===== src/rtl/wb_port_arbiter.sv =====
// wb_port_arbiter: shares the decode-stage register-file write port among
// NREQ write-back requesters. Round-robin grant with a starvation override;
// the grant is registered into a single write one cycle later.
// Build option: define WB_X0_FILTER_EN to drop granted GPR x0 writes
// (the request is still accepted, but reg_write stays low).
module wb_port_arbiter #(
  parameter int NREQ         = 3,
  parameter int STARVE_LIMIT = 4
) (
  input  logic                 clk,
  input  logic                 rst,
  input  logic                 stall,
  input  logic                 flush,
  input  logic [NREQ-1:0]      req_valid,
  output logic [NREQ-1:0]      req_ready,
  input  logic [5*NREQ-1:0]    req_rd,
  input  logic [32*NREQ-1:0]   req_data,
  input  logic [NREQ-1:0]      req_fpr,
  output logic                 reg_write,
  output logic [4:0]           write_reg,
  output logic [31:0]          write_data,
  output logic                 FPR_GPR_sel,
  output logic [NREQ-1:0]      starve_flag
);

  localparam logic [3:0] LIMIT = 4'(STARVE_LIMIT);

  logic [1:0]  rr_ptr;
  logic [3:0]  wait_cnt [NREQ];
  logic [3:0]  cnt_next [NREQ];
  logic [1:0]  rr_next;

  logic        gnt_any_p0;
  logic        starve_gnt_p0;
  logic [1:0]  gnt_idx_p0;
  logic [4:0]  sel_rd_p0;
  logic [31:0] sel_data_p0;
  logic        sel_fpr_p0;
  logic        vld_p0;

  // Saturating wait-counter increment, clamped at the starvation limit.
  function automatic logic [3:0] sat_inc(input logic [3:0] v);
    if (v >= LIMIT) return LIMIT;
    return v + 4'd1;
  endfunction

  // Modulo-NREQ pointer step used by both the RR scan and the pointer update.
  function automatic logic [1:0] wrap_add(input logic [1:0] base, input logic [2:0] off);
    logic [2:0] s;
    s = {1'b0, base} + off;
    if (s >= 3'(NREQ)) s = s - 3'(NREQ);
    return s[1:0];
  endfunction

  // Grant selection: starving ports first (lowest index), else RR scan from rr_ptr.
  always_comb begin
    gnt_any_p0    = 1'b0;
    starve_gnt_p0 = 1'b0;
    gnt_idx_p0    = 2'd0;
    if (!rst && !stall && !flush) begin
      // descending loops: the last hit written is the first in priority order
      for (int i = NREQ - 1; i >= 0; i--) begin
        if (req_valid[i] && wait_cnt[i] == LIMIT) begin
          gnt_idx_p0    = 2'(i);
          starve_gnt_p0 = 1'b1;
        end
      end
      if (starve_gnt_p0) begin
        gnt_any_p0 = 1'b1;
      end else begin
        for (int k = NREQ - 1; k >= 0; k--) begin
          if (req_valid[wrap_add(rr_ptr, 3'(k))]) begin
            gnt_idx_p0 = wrap_add(rr_ptr, 3'(k));
            gnt_any_p0 = 1'b1;
          end
        end
      end
    end
    req_ready = gnt_any_p0 ? (NREQ'(1) << gnt_idx_p0) : '0;
  end

  // Payload mux of the granted port and write-enable (optional x0 filter).
  always_comb begin
    sel_rd_p0   = req_rd[5*int'(gnt_idx_p0) +: 5];
    sel_data_p0 = req_data[32*int'(gnt_idx_p0) +: 32];
    sel_fpr_p0  = req_fpr[gnt_idx_p0];
`ifdef WB_X0_FILTER_EN
    vld_p0 = gnt_any_p0 && !(!sel_fpr_p0 && sel_rd_p0 == 5'd0);
`else
    vld_p0 = gnt_any_p0;
`endif
  end

  // Next wait counters and RR pointer; flush clears counters, stall freezes them.
  always_comb begin
    for (int i = 0; i < NREQ; i++) begin
      cnt_next[i] = wait_cnt[i];
      if (flush)
        cnt_next[i] = 4'd0;
      else if (!stall) begin
        if (!req_valid[i] || (gnt_any_p0 && gnt_idx_p0 == 2'(i)))
          cnt_next[i] = 4'd0;
        else
          cnt_next[i] = sat_inc(wait_cnt[i]);
      end
    end
    rr_next = rr_ptr;
    if (gnt_any_p0 && !starve_gnt_p0)
      rr_next = wrap_add(gnt_idx_p0, 3'd1);
  end

  // ---- stage p0 -> registered write port ----
  // Registered write, arbitration state and starvation flags.
  always_ff @(posedge clk or posedge rst) begin
    if (rst) begin
      reg_write   <= 1'b0;
      write_reg   <= 5'd0;
      write_data  <= 32'd0;
      FPR_GPR_sel <= 1'b0;
      starve_flag <= '0;
      rr_ptr      <= 2'd0;
      for (int i = 0; i < NREQ; i++) wait_cnt[i] <= 4'd0;
    end else begin
      reg_write <= vld_p0;
      if (vld_p0) begin
        write_reg   <= sel_rd_p0;
        write_data  <= sel_data_p0;
        FPR_GPR_sel <= sel_fpr_p0;
      end
      rr_ptr <= rr_next;
      for (int i = 0; i < NREQ; i++) begin
        wait_cnt[i]    <= cnt_next[i];
        starve_flag[i] <= (cnt_next[i] == LIMIT);
      end
    end
  end

endmodule


===== config.mk =====
export PLATFORM = sky130hd
export DESIGN_NAME = wb_port_arbiter
export DESIGN_NICKNAME = d
export VERILOG_FILES = /design/src/rtl/wb_port_arbiter.sv
export SDC_FILE = /design/constraint.sdc
export NUM_CORES = 1
export LEC_CHECK = 0
export ABC_AREA = 1
export BUFFER_PORTS_ARGS = -buffer_cell sky130_fd_sc_hd__buf_2
export CAP_MARGIN = 5
export CORE_ASPECT_RATIO = 2
export CORE_MARGIN = 10
export CORE_UTILIZATION = 40
export CTS_CLUSTER_DIAMETER = 40
export DETAILED_ROUTE_END_ITERATION = 6
export PLACE_DENSITY = 0.72
export SYNTH_ARGS = -nofsm -noshare
export SYNTH_HDL_FRONTEND = slang
export SYNTH_SLANG_ARGS = --single-unit

===== constraint.sdc =====
create_clock -name clk -period 2.38 [get_ports clk]
set_input_delay 0.119 -clock clk [delete_from_list [all_inputs] [get_ports clk]]
set_output_delay 0.119 -clock clk [all_outputs]
set_load 0.02 [all_outputs]

==> impl_metrics.yaml, run 1 <==
grt:
  first_global_vias: 4025
  grt_overflow: 0
  track_usage_pct: 18.36
  antenna_found_initial: 1
  grt_max_degree: 33
  grt_first_pass_wirelength_um: 19090
synthesis:
  ys_ff_latch: 56
  yosys.area.top_type: "dfrtp_1"
  synth_cells: 469
  synth_area_leaders: "dfrtp_1, nand2_1, nand3_1, nand4_1, ha_1"
  synth_top_area_share_pct: 41.25
  async_flop_share_pct: 100.0
  syn_avg_cell_area_sq_um: 7.243
  synth_flop_cell: "dfrtp_1"
  synth_cell_types: 28
  syn-num-nets: 600
  synth-edff-count: 0
  seq_area_frac_synth_pct: 41.25
  syn-cell-area_sq_um: 3397
  yosysWarnings: 0
finish:
  nFillCells: 739
  area_growth_pct: 45.82
  layout_commonest_cell: "nand2_1"
  final_cell_mix: "nand2_1, buf_2, dfrtp_1, nand3_1, nand4_1"
  drive_above_1_share_pct: 40.15
  nets: 785
  largest_reg_flops: 32
  fin_cells: 754
placed_design:
  portBuffers: 165
  dp_hpwl_um: 9271
  dpl.cell_count: 724
  place.gp.congestion: 0.8627
power:
  power-per-cell-area_nw_per_um2: 983.0
  switchingPower_mw: 2.065
  p_comb_share_pct: 50.7
  swShare_pct: 42.41
  clkPwrFrac_pct: 18.2
  p_leak_nw: 2.689
  pwr-share-seq_pct: 31.1
  p_int_mw: 2.804
  peakVddDrop_mv: 0.5505
clocking:
  clk_latency_ns: 0.30
  clk_pin_slew_ns: 0.07
  cts_buffers: 5
  cts_sinks: 56
  htree_levels: 2
  cts_tree: "yes"
  clockBufferDepth: 2
  cts_root_buf: "clkbuf_16"
setup_path:
  worstPathMaxFanout: 6
  crit_type: "flip-flop to primary output"
  startpoint_type: "flip-flop"
  cp-end-kind: "primary output"
  critPathArrivalTime_ns: 2.28
  required_ns: 2.26
  crit_chain: "inv_2, ha_4, o21ai_0, nand2_2, nand3_1, nand2_1, nand2_2, nand2_2, nand2_4, buf_6, nand2_8, inv_12, buf_12, buf_8"
  critical_path.max_stage_delay_ns: 0.39
  cpMostUsedCell: "nand2_2"
  cpMaxStageDelayCell: "dfrtp_1"
drt:
  route.detailed.drc: 0
  met1_length_um: 4555
  wl_per_cell_um: 17.01
  drt_iter0_drc: 250
  wl_met2_um: 7101
  dr_wl_met3_um: 746
  highest_layer: "met4"
  dr.pass1.iters: 4
  num_vias: 3865
  drtAntennaViolNets: 0
  routed_wirelength_um: 12830
  via_per_inst: 5.126
sta:
  tns_ns: -0.01595
  hold_violations: 0
  min_period_over_period_pct: 100.7
  worstMarginPinSlew_ns: 0.5640
  timing.slew.headroom_pct: 62.34
  clock_skew_ns: 0.007859
  grt_setup_unrepaired: "true"
  worst_slack_ns: -0.01595
  max_freq_mhz: 417.4
  setup_violations: 1
  slew_violations: 0
  period_minus_slack_ns: 2.396
floorplanning:
  dieArea_sq_um: 12800
  rows: 47
  io_pins: 166
  chipHeight_um: 150.3
  core_sq_um: 8292
  start_util_pct: 40.97
  dieWidth_um: 85.17
status:
  status: "complete, but fails checks"
  violations: "negative setup slack"
hold_path:
  min_path_type: "input port to flip-flop"
job:
  cap_violations: 0
## worst max-delay path, delay by kind of cell (launching register included)
| family | cells | cell delay [ns] |
|---|---|---|
| and+or+nand+nor | 7 | 0.60 |
| buffers and inverters | 5 | 0.48 |
| DFF | 1 | 0.39 |
| AOI/OAI and AO/OA | 1 | 0.27 |
| adders and majority gates | 1 | 0.22 |
## final timing paths
check	to	cells past startpoint	start	slack, ns
max reg2reg	write_data[31]	16	rr_ptr[0]	0.02
min in group asynchronous	write_reg[3]	3	rst	0.48
min	write_data[2]	3	req_data[2]	0.03
min reg2reg	write_reg[1]	2	write_reg[1]	0.49
max in group asynchronous	wait_cnt[1]	4	rst	1.33
max	req_ready[2]	14	rr_ptr[0]	-0.02
## metal layers
| layer | vias up | global-route usage [%] |
|---|---|---|
| li1 | 1859 | - |
| met1 | 1803 | 18.56 |
| met2 | 171 | 34.07 |
| met3 | 32 | 3.896 |
| met4 | 0 | 9.106 |
| met5 | - | 0 |
## power by group through the flow
stage | clock, mW | sequential [mW] | combinational, mW
3_5_place_dp | 0 | 1.50 | 2.10
2_1_floorplan | 0 | 1.90 | 0.950
6_report | 0.888 | 1.51 | 2.47
5_1_grt | 0.936 | 1.55 | 2.67
3_3_place_gp | 0 | 1.50 | 2.04
4_1_cts | 0.910 | 1.51 | 2.23
## cell usage after synthesis (2+ instances only)
cell type and n:
a21oi_1 10, a31oi_1 3, buf_12 3, buf_2 6, buf_4 3, buf_6 3
clkbuf_1 6, dfrtp_1 56, ha_1 10, inv_1 32, inv_2 7, inv_4 2
nand2_1 204, nand2_2 6, nand2_4 3, nand3_1 36, nand3_2 5, nand4_1 28
nor2_1 31, nor2_2 3, o21ai_0 4, o21ai_1 2
## cells by family (layout without fill, tap and decap cells)
group,count (synthesis),count (layout),synth area share (%)
flops,56,56,41.25
other cells,0,1,0
fa+ha+maj,10,10,3.683
compound gates,22,22,3.831
buf+inv,62,248,9.650
simple gates,319,319,41.58
## stage by stage
| stage | setup WS (ns) | area [sq um] | total power, mW | hold WS, ns | utilization, % |
|---|---|---|---|---|---|
| floorplan | 0.005793 | 3397 | 2.846 | 0.2414 | - |
| global placement | 0.1060 | 4324 | 3.535 | 0.2362 | 52.15 |
| detailed placement | -0.04199 | 4324 | 3.605 | 0.2421 | 52.15 |
| CTS | -0.004899 | 4658 | 4.643 | 0.02113 | 56.18 |
| global route | -0.09981 | 4954 | 5.155 | 0.03996 | 59.74 |
| finish | -0.01595 | 4954 | 4.869 | 0.02791 | 59.74 |
## repair_timing
item | 4_1_cts | 5_1_grt
resized for setup | 16 | 38
hold endpoints to repair | 24 | 0
endpoints found under the setup margin | 5 | 38
hold buffers | 1 | 0
setup buffers | 6 | 10
pin swaps | 2 | 15
cloned | 1 | 3
## layout make-up
class	count	area (sq um)	share of cell area, %
Clock buffer	7	152.6	3.082
Antenna cell	1	2.502	0.05052
Tap cell	98	122.6	2.475
Sequential cell	56	1403	28.32
Timing Repair Buffer	199	1254	25.31
Multi-Input combinational cell	351	1810	36.55
Inverter	41	178.9	3.612
Clock inverter	1	30.03	0.6062
Note: power is estimated with default switching activity, not from simulation.
==> run 2, diff against run 1 <==
GPL_TIMING_DRIVEN = 0   (was default)
==> run 2 against run 1 <==
  * Routed wire length is 2.1% lower
  * Non-clock buffer count is 4 higher
  * Worst hold slack hardly changed
  * Sequential cell count stayed put
  * Critical path depth is 3 higher
  * Final cell count is 0.66% higher
  * Total power is 2.0% lower
  * First-iteration DRC count is 14% lower
  * The flow still finishes with violations (negative setup slack)
  * Register-to-register slack worse by 0.02 ns
  * Global-route usage is 0.36 points higher
==> impl_metrics.yaml, run 2 (same netlist as run 1, synthesis figures left out) <==
status:
  status: "complete, but fails checks"
  violations: "negative setup slack"
clocking:
  cts_sinks: 56
  clockBufferDepth: 2
  cts_buffers: 5
  clk_latency_ns: 0.29
  cts_root_buf: "clkbuf_16"
  cts_tree: "yes"
  htree_levels: 2
  clk_pin_slew_ns: 0.07
setup_path:
  path_buf_inv: 6
  required_ns: 2.26
  crit_start: "rr_ptr[1]"
  critical_path.max_stage_delay_ns: 0.43
  crit_chain: "inv_2, ha_4, inv_4, nand2_4, nand3_4, nand2_4, nor2_1, nor2_1, nand2_1, nand2_2, nand2_4, buf_6, inv_4, ha_4, inv_4, nor2_4, buf_6"
  r2r_cells: 20
  r2r-start: "rr_ptr[1]"
  cp-endpoint: "req_ready[1]"
  critPathArrivalTime_ns: 2.29
  r2r_end: "starve_flag[1]"
  cp_num_cells: 17
  cp_top_family: "simple AND/OR/NAND/NOR gates"
  startpoint_type: "flip-flop"
  cpMaxStageDelayCell: "dfrtp_1"
  crit_type: "flip-flop to primary output"
  worstPathMaxFanout: 6
  reg2reg_slack_ns: 0
  cp-end-kind: "primary output"
floorplanning:
  dieArea_sq_um: 12800
  rows: 47
  core_sq_um: 8292
  chipHeight_um: 150.3
  start_util_pct: 40.97
  io_pins: 166
  dieWidth_um: 85.17
sta:
  hold_violations: 0
  timing.slew.headroom_pct: 68.93
  slew_violations: 0
  clock_skew_ns: 0.004344
  period_minus_slack_ns: 2.409
  setup_violations: 1
  grt_setup_unrepaired: "true"
  worst_slack_ns: -0.02895
  max_freq_mhz: 415.1
  min_period_over_period_pct: 101.2
  worstMarginPinSlew_ns: 0.4654
drt:
  drtAntennaViolNets: 0
  via_per_inst: 5.141
  wl_per_cell_um: 16.54
  routed_wirelength_um: 12550
  num_vias: 3902
  drt_iter0_drc: 214
  dr.pass1.iters: 4
  route.detailed.drc: 0
placed_design:
  place.gp.congestion: 0.8710
  portBuffers: 163
  dpl_cell_area_sq_um: 4355
  dpl.cell_count: 731
  dp_hpwl_um: 9814
power:
  p_leak_nw: 2.652
  peakVddDrop_mv: 0.4840
  power-per-cell-area_nw_per_um2: 980.3
grt:
  antenna_found_initial: 2
  grt_overflow: 0
  track_usage_pct: 18.72
  grt_max_degree: 37
  grt_first_pass_wirelength_um: 19670
  first_global_vias: 4117
finish:
  nFillCells: 746
  final_cell_mix: "nand2_1, buf_2, dfrtp_1, nand3_1, nor2_1"
  layout_commonest_cell: "nand2_1"
  nets: 789
  area_growth_pct: 43.35
  fin_cells: 759
  multi_input_area_sq_um: 1834
  stdcell_area_sq_um: 4870
  drive_above_1_share_pct: 39.61
  largest_reg_flops: 32
  regArea_sq_um: 1401
hold_path:
  min_path_type: "input port to flip-flop"
job:
  cap_violations: 0
==> run 2: cell count changes in the layout (fill, tap and decap cells not counted), moves of 4 or more <==
cell,previous run,this run
buf_6,6,12
clkbuf_1,0,4
nand2_4,4,8
nor2_2,6,2
==> run 2: per-layer routing <==
metal | GRT usage [%] | share of wire [%]
met1 | 18.84 | 36
met2 | 34.90 | 55
met3 | 4.329 | 5.8
met4 | 8.609 | 3.2
met5 | 0 | 0
==> run 2: cell type report <==
cell class / instances / share of cell area (%)
Multi-Input combinational cell: 351 / 37.67
Sequential cell: 56 / 28.78
Timing Repair Buffer: 184 / 20.71
Buffer: 19 / 3.649
Inverter: 41 / 3.571
Clock buffer: 8 / 3.006
Tap cell: 98 / 2.518
Antenna cell: 2 / 0.1028
==> run 2: how the worst min path moves through the flow <==
stage	from	end	cells after the start
after global routing	req_data[18]	write_data[18]	3
final	req_data[2]	write_data[2]	3
after CTS	req_data[2]	write_data[2]	3
after detailed placement	rst	wait_cnt[10]	2
after floorplan	req_fpr[0]	FPR_GPR_sel	2
after global placement	req_data[12]	write_data[12]	3
==> run 2: repair_timing <==
action,4_1_cts,5_1_grt
resized for setup,43,31
pin swaps,12,15
cloned,0,1
hold endpoints to repair,20,0
endpoints found under the setup margin,26,48
hold buffers,1,0
setup buffers,13,5
==> run 2: report_power, final <==
| group | internal, mW | switching, mW | total, mW |
|---|---|---|---|
| clock network | 0.421 | 0.333 | 0.754 |
| logic | 0.963 | 1.56 | 2.53 |
| registers | 1.30 | 0.194 | 1.49 |
==> run 2: stage by stage <==
stage	power [mW]	utilization, %	setup slack [ns]	hold slack [ns]	TNS (ns)
6_report	4.774	58.73	-0.02895	0.02839	-0.02895
3_3_place_gp	3.544	52.29	-0.3974	0.3264	-0.9203
4_1_cts	4.602	57.02	-0.04590	0.02258	-0.05324
3_5_place_dp	3.616	52.53	-0.4984	0.1867	-2.581
5_1_grt	5.061	58.73	-0.1582	0.03752	-0.6339
2_1_floorplan	2.846	-	0.005793	0.2414	0
==> run 2: worst min-delay path, stage by stage <==
cell and delay [ns]:
buf_2 0.08, nand2_1 0.04, nand4_1 0.05
==> run 3, diff against run 2 <==
ABC_AREA = default   (was 1)
==> run 3 against run 2 <==
  * The run still ends with negative setup slack left
  * Area after synthesis decreased by 3.3%
  * Via count shrank 2.4%
  * Worst setup slack got worse by 0.69 ns
  * Core utilization increased by 7.7 points
==> impl_metrics.yaml, run 3 <==
status:
  status: "complete, but fails checks"
  violations: "negative setup slack"
hold_path:
  min_path_type: "input port to flip-flop"
synthesis:
  synth_cells: 326
  synth-edff-count: 0
  ys_ff_latch: 56
  synth_compound_area_share_pct: 33.49
  post_synth_and_or_nand_nor_area_fraction_pct: 10.74
  seq_area_frac_synth_pct: 42.67
  yosys.area.top_type: "dfrtp_1"
  synth_fa_ha_area_share_pct: 3.810
  synth_flop_cell: "dfrtp_1"
  synth_area_leaders: "dfrtp_1, a221o_1, a32o_1, o21ai_0, ha_1"
  yosysWarnings: 0
  synthMuxAreaShare_pct: 3.276
  synth_xor_area_share_pct: 0
  synth_top_area_share_pct: 42.67
  synth_top_family_by_area: "compound AO/OA/AOI/OAI gates"
  async_flop_share_pct: 100.0
  syn_avg_cell_area_sq_um: 10.07
  synth_cell_types: 50
  yosysMostFrequentCell: "dfrtp_1"
  syn-num-nets: 457
  synth_commonest_cells: "dfrtp_1, o21ai_0, a221o_1, a32o_1, inv_1"
  syn-cell-area_sq_um: 3284
floorplanning:
  core_sq_um: 8000
  chipHeight_um: 148.2
  io_pins: 166
  start_util_pct: 41.05
  rows: 46
  dieWidth_um: 84.08
  dieArea_sq_um: 12460
drt:
  num_vias: 3807
  via_per_inst: 6.014
  drtAntennaViolNets: 0
  route.detailed.drc: 0
  routed_wirelength_um: 14230
  wl_per_cell_um: 22.47
  dr.pass1.iters: 4
  drt_iter0_drc: 306
grt:
  grt_max_degree: 32
  grt_overflow: 0
  track_usage_pct: 20.47
  grt_first_pass_wirelength_um: 21060
  antenna_found_initial: 2
  first_global_vias: 4204
placed_design:
  portBuffers: 162
  dpl_cell_area_sq_um: 4369
  dpl.cell_count: 585
  dp_hpwl_um: 10050
  place.gp.congestion: 0.8751
setup_path:
  critPathArrivalTime_ns: 3.32
  startpoint_type: "flip-flop"
  required_ns: 2.61
  crit_type: "flip-flop to flip-flop"
  cp-end-kind: "flip-flop"
  worstPathMaxFanout: 4
sta:
  max_freq_mhz: 322.9
  min_period_over_period_pct: 130.1
  clock_skew_ns: 0.005002
  tns_ns: -20.21
  holdWs_ns: 0.04388
  period_minus_slack_ns: 3.097
  setup_violations: 53
  timing.slew.headroom_pct: 51.96
  worstMarginPinSlew_ns: 0.7151
  hold_violations: 0
  grt_setup_unrepaired: "true"
  slew_violations: 0
  worst_slack_ns: -0.7171
clocking:
  cts_buffers: 5
  clk_latency_ns: 0.30
  clk_pin_slew_ns: 0.08
  htree_levels: 2
  clockBufferDepth: 2
  cts_tree: "yes"
  cts_root_buf: "clkbuf_16"
  cts_sinks: 56
power:
  peakVddDrop_mv: 0.6489
  power-per-cell-area_nw_per_um2: 916.2
  p_leak_nw: 2.481
finish:
  area_growth_pct: 61.71
  stdcell_area_sq_um: 5311
  largest_reg_flops: 32
  layout_commonest_cell: "buf_2"
  multi_input_area_sq_um: 2022
  drive_above_1_share_pct: 54.77
  fin_cells: 633
  nFillCells: 603
  regArea_sq_um: 1403
  nets: 665
  final_cell_mix: "buf_2, dfrtp_1, buf_4, a221o_1, a32o_1"
job:
  cap_violations: 0
run 3: logic make-up after synthesis:
logic type | after synthesis
AO/OA/AOI/OAI | 137
buffers and inverters | 46
adder cells (fa/ha/maj) | 10
multiplexers | 10
flip-flops | 56
AND/OR/NAND/NOR | 67
run 3: critical path, cell delays in order, from the launching register on:
cell and delay (ns):
dfrtp_2 0.45, buf_4 0.15, buf_4 0.12, ha_2 0.17
o22a_4 0.27, and2_4 0.16, o31ai_4 0.28, buf_6 0.17
inv_8 0.03, ha_4 0.15, nand2_4 0.06, a31oi_4 0.03
or4b_4 0.51, or3_4 0.34, a21oi_2 0.12
run 3: layout make-up:
type	instances	share of cell area [%]
antenna	2	0.09423
buffer	25	4.429
clock buffer	6	2.426
clock inverter	2	0.2591
inverter	18	1.461
multi-input combinational	224	38.07
sequential	56	26.41
tap	96	2.261
timing repair buffer	204	24.59
run 3: timing repair:
action	in CTS	in global routing
hold buffers	2	0
endpoints found under the setup margin	56	56
buffers inserted	23	14
hold endpoints to repair	26	0
gates resized for setup	53	49
pin swaps	17	43
gates cloned	3	2
run 3: worst paths after layout:
check,from,to,slack (ns),depth (start not counted)
worst max-delay path,rr_ptr[1],wait_cnt[4],-0.72,14
worst min-delay path,req_data[16],write_data[16],0.04,2
worst max register to register,rr_ptr[1],wait_cnt[4],-0.72,14
worst min register to register,write_data[1],write_data[1],0.50,2
max in group asynchronous,rst,rr_ptr[1],1.74,4
min in group asynchronous,rst,write_data[9],0.44,4
run 3: routing by layer:
layer	vias up	routed length, um	track usage, %
met3	44	1033	6.072
met5	-	0	0
met4	0	699	12.37
met2	210	7412	36.85
li1	1704	-	-
met1	1849	5080	19.77
run 3: power by group:
part	internal, mW	switching (mW)
Clock	0.395	0.367
Combinational	1.22	1.41
Sequential	1.28	0.192
Total	2.90	1.97
run 3: metrics by stage:
stage / power (mW) / util [%] / setup WS, ns
floorplan: 2.940 / - / -0.7875
global placement: 3.606 / 54.36 / -1.025
detailed placement: 3.666 / 54.61 / -1.100
CTS: 4.667 / 62.07 / -0.6791
global route: 5.100 / 66.39 / -0.7828
finish: 4.866 / 66.39 / -0.7171
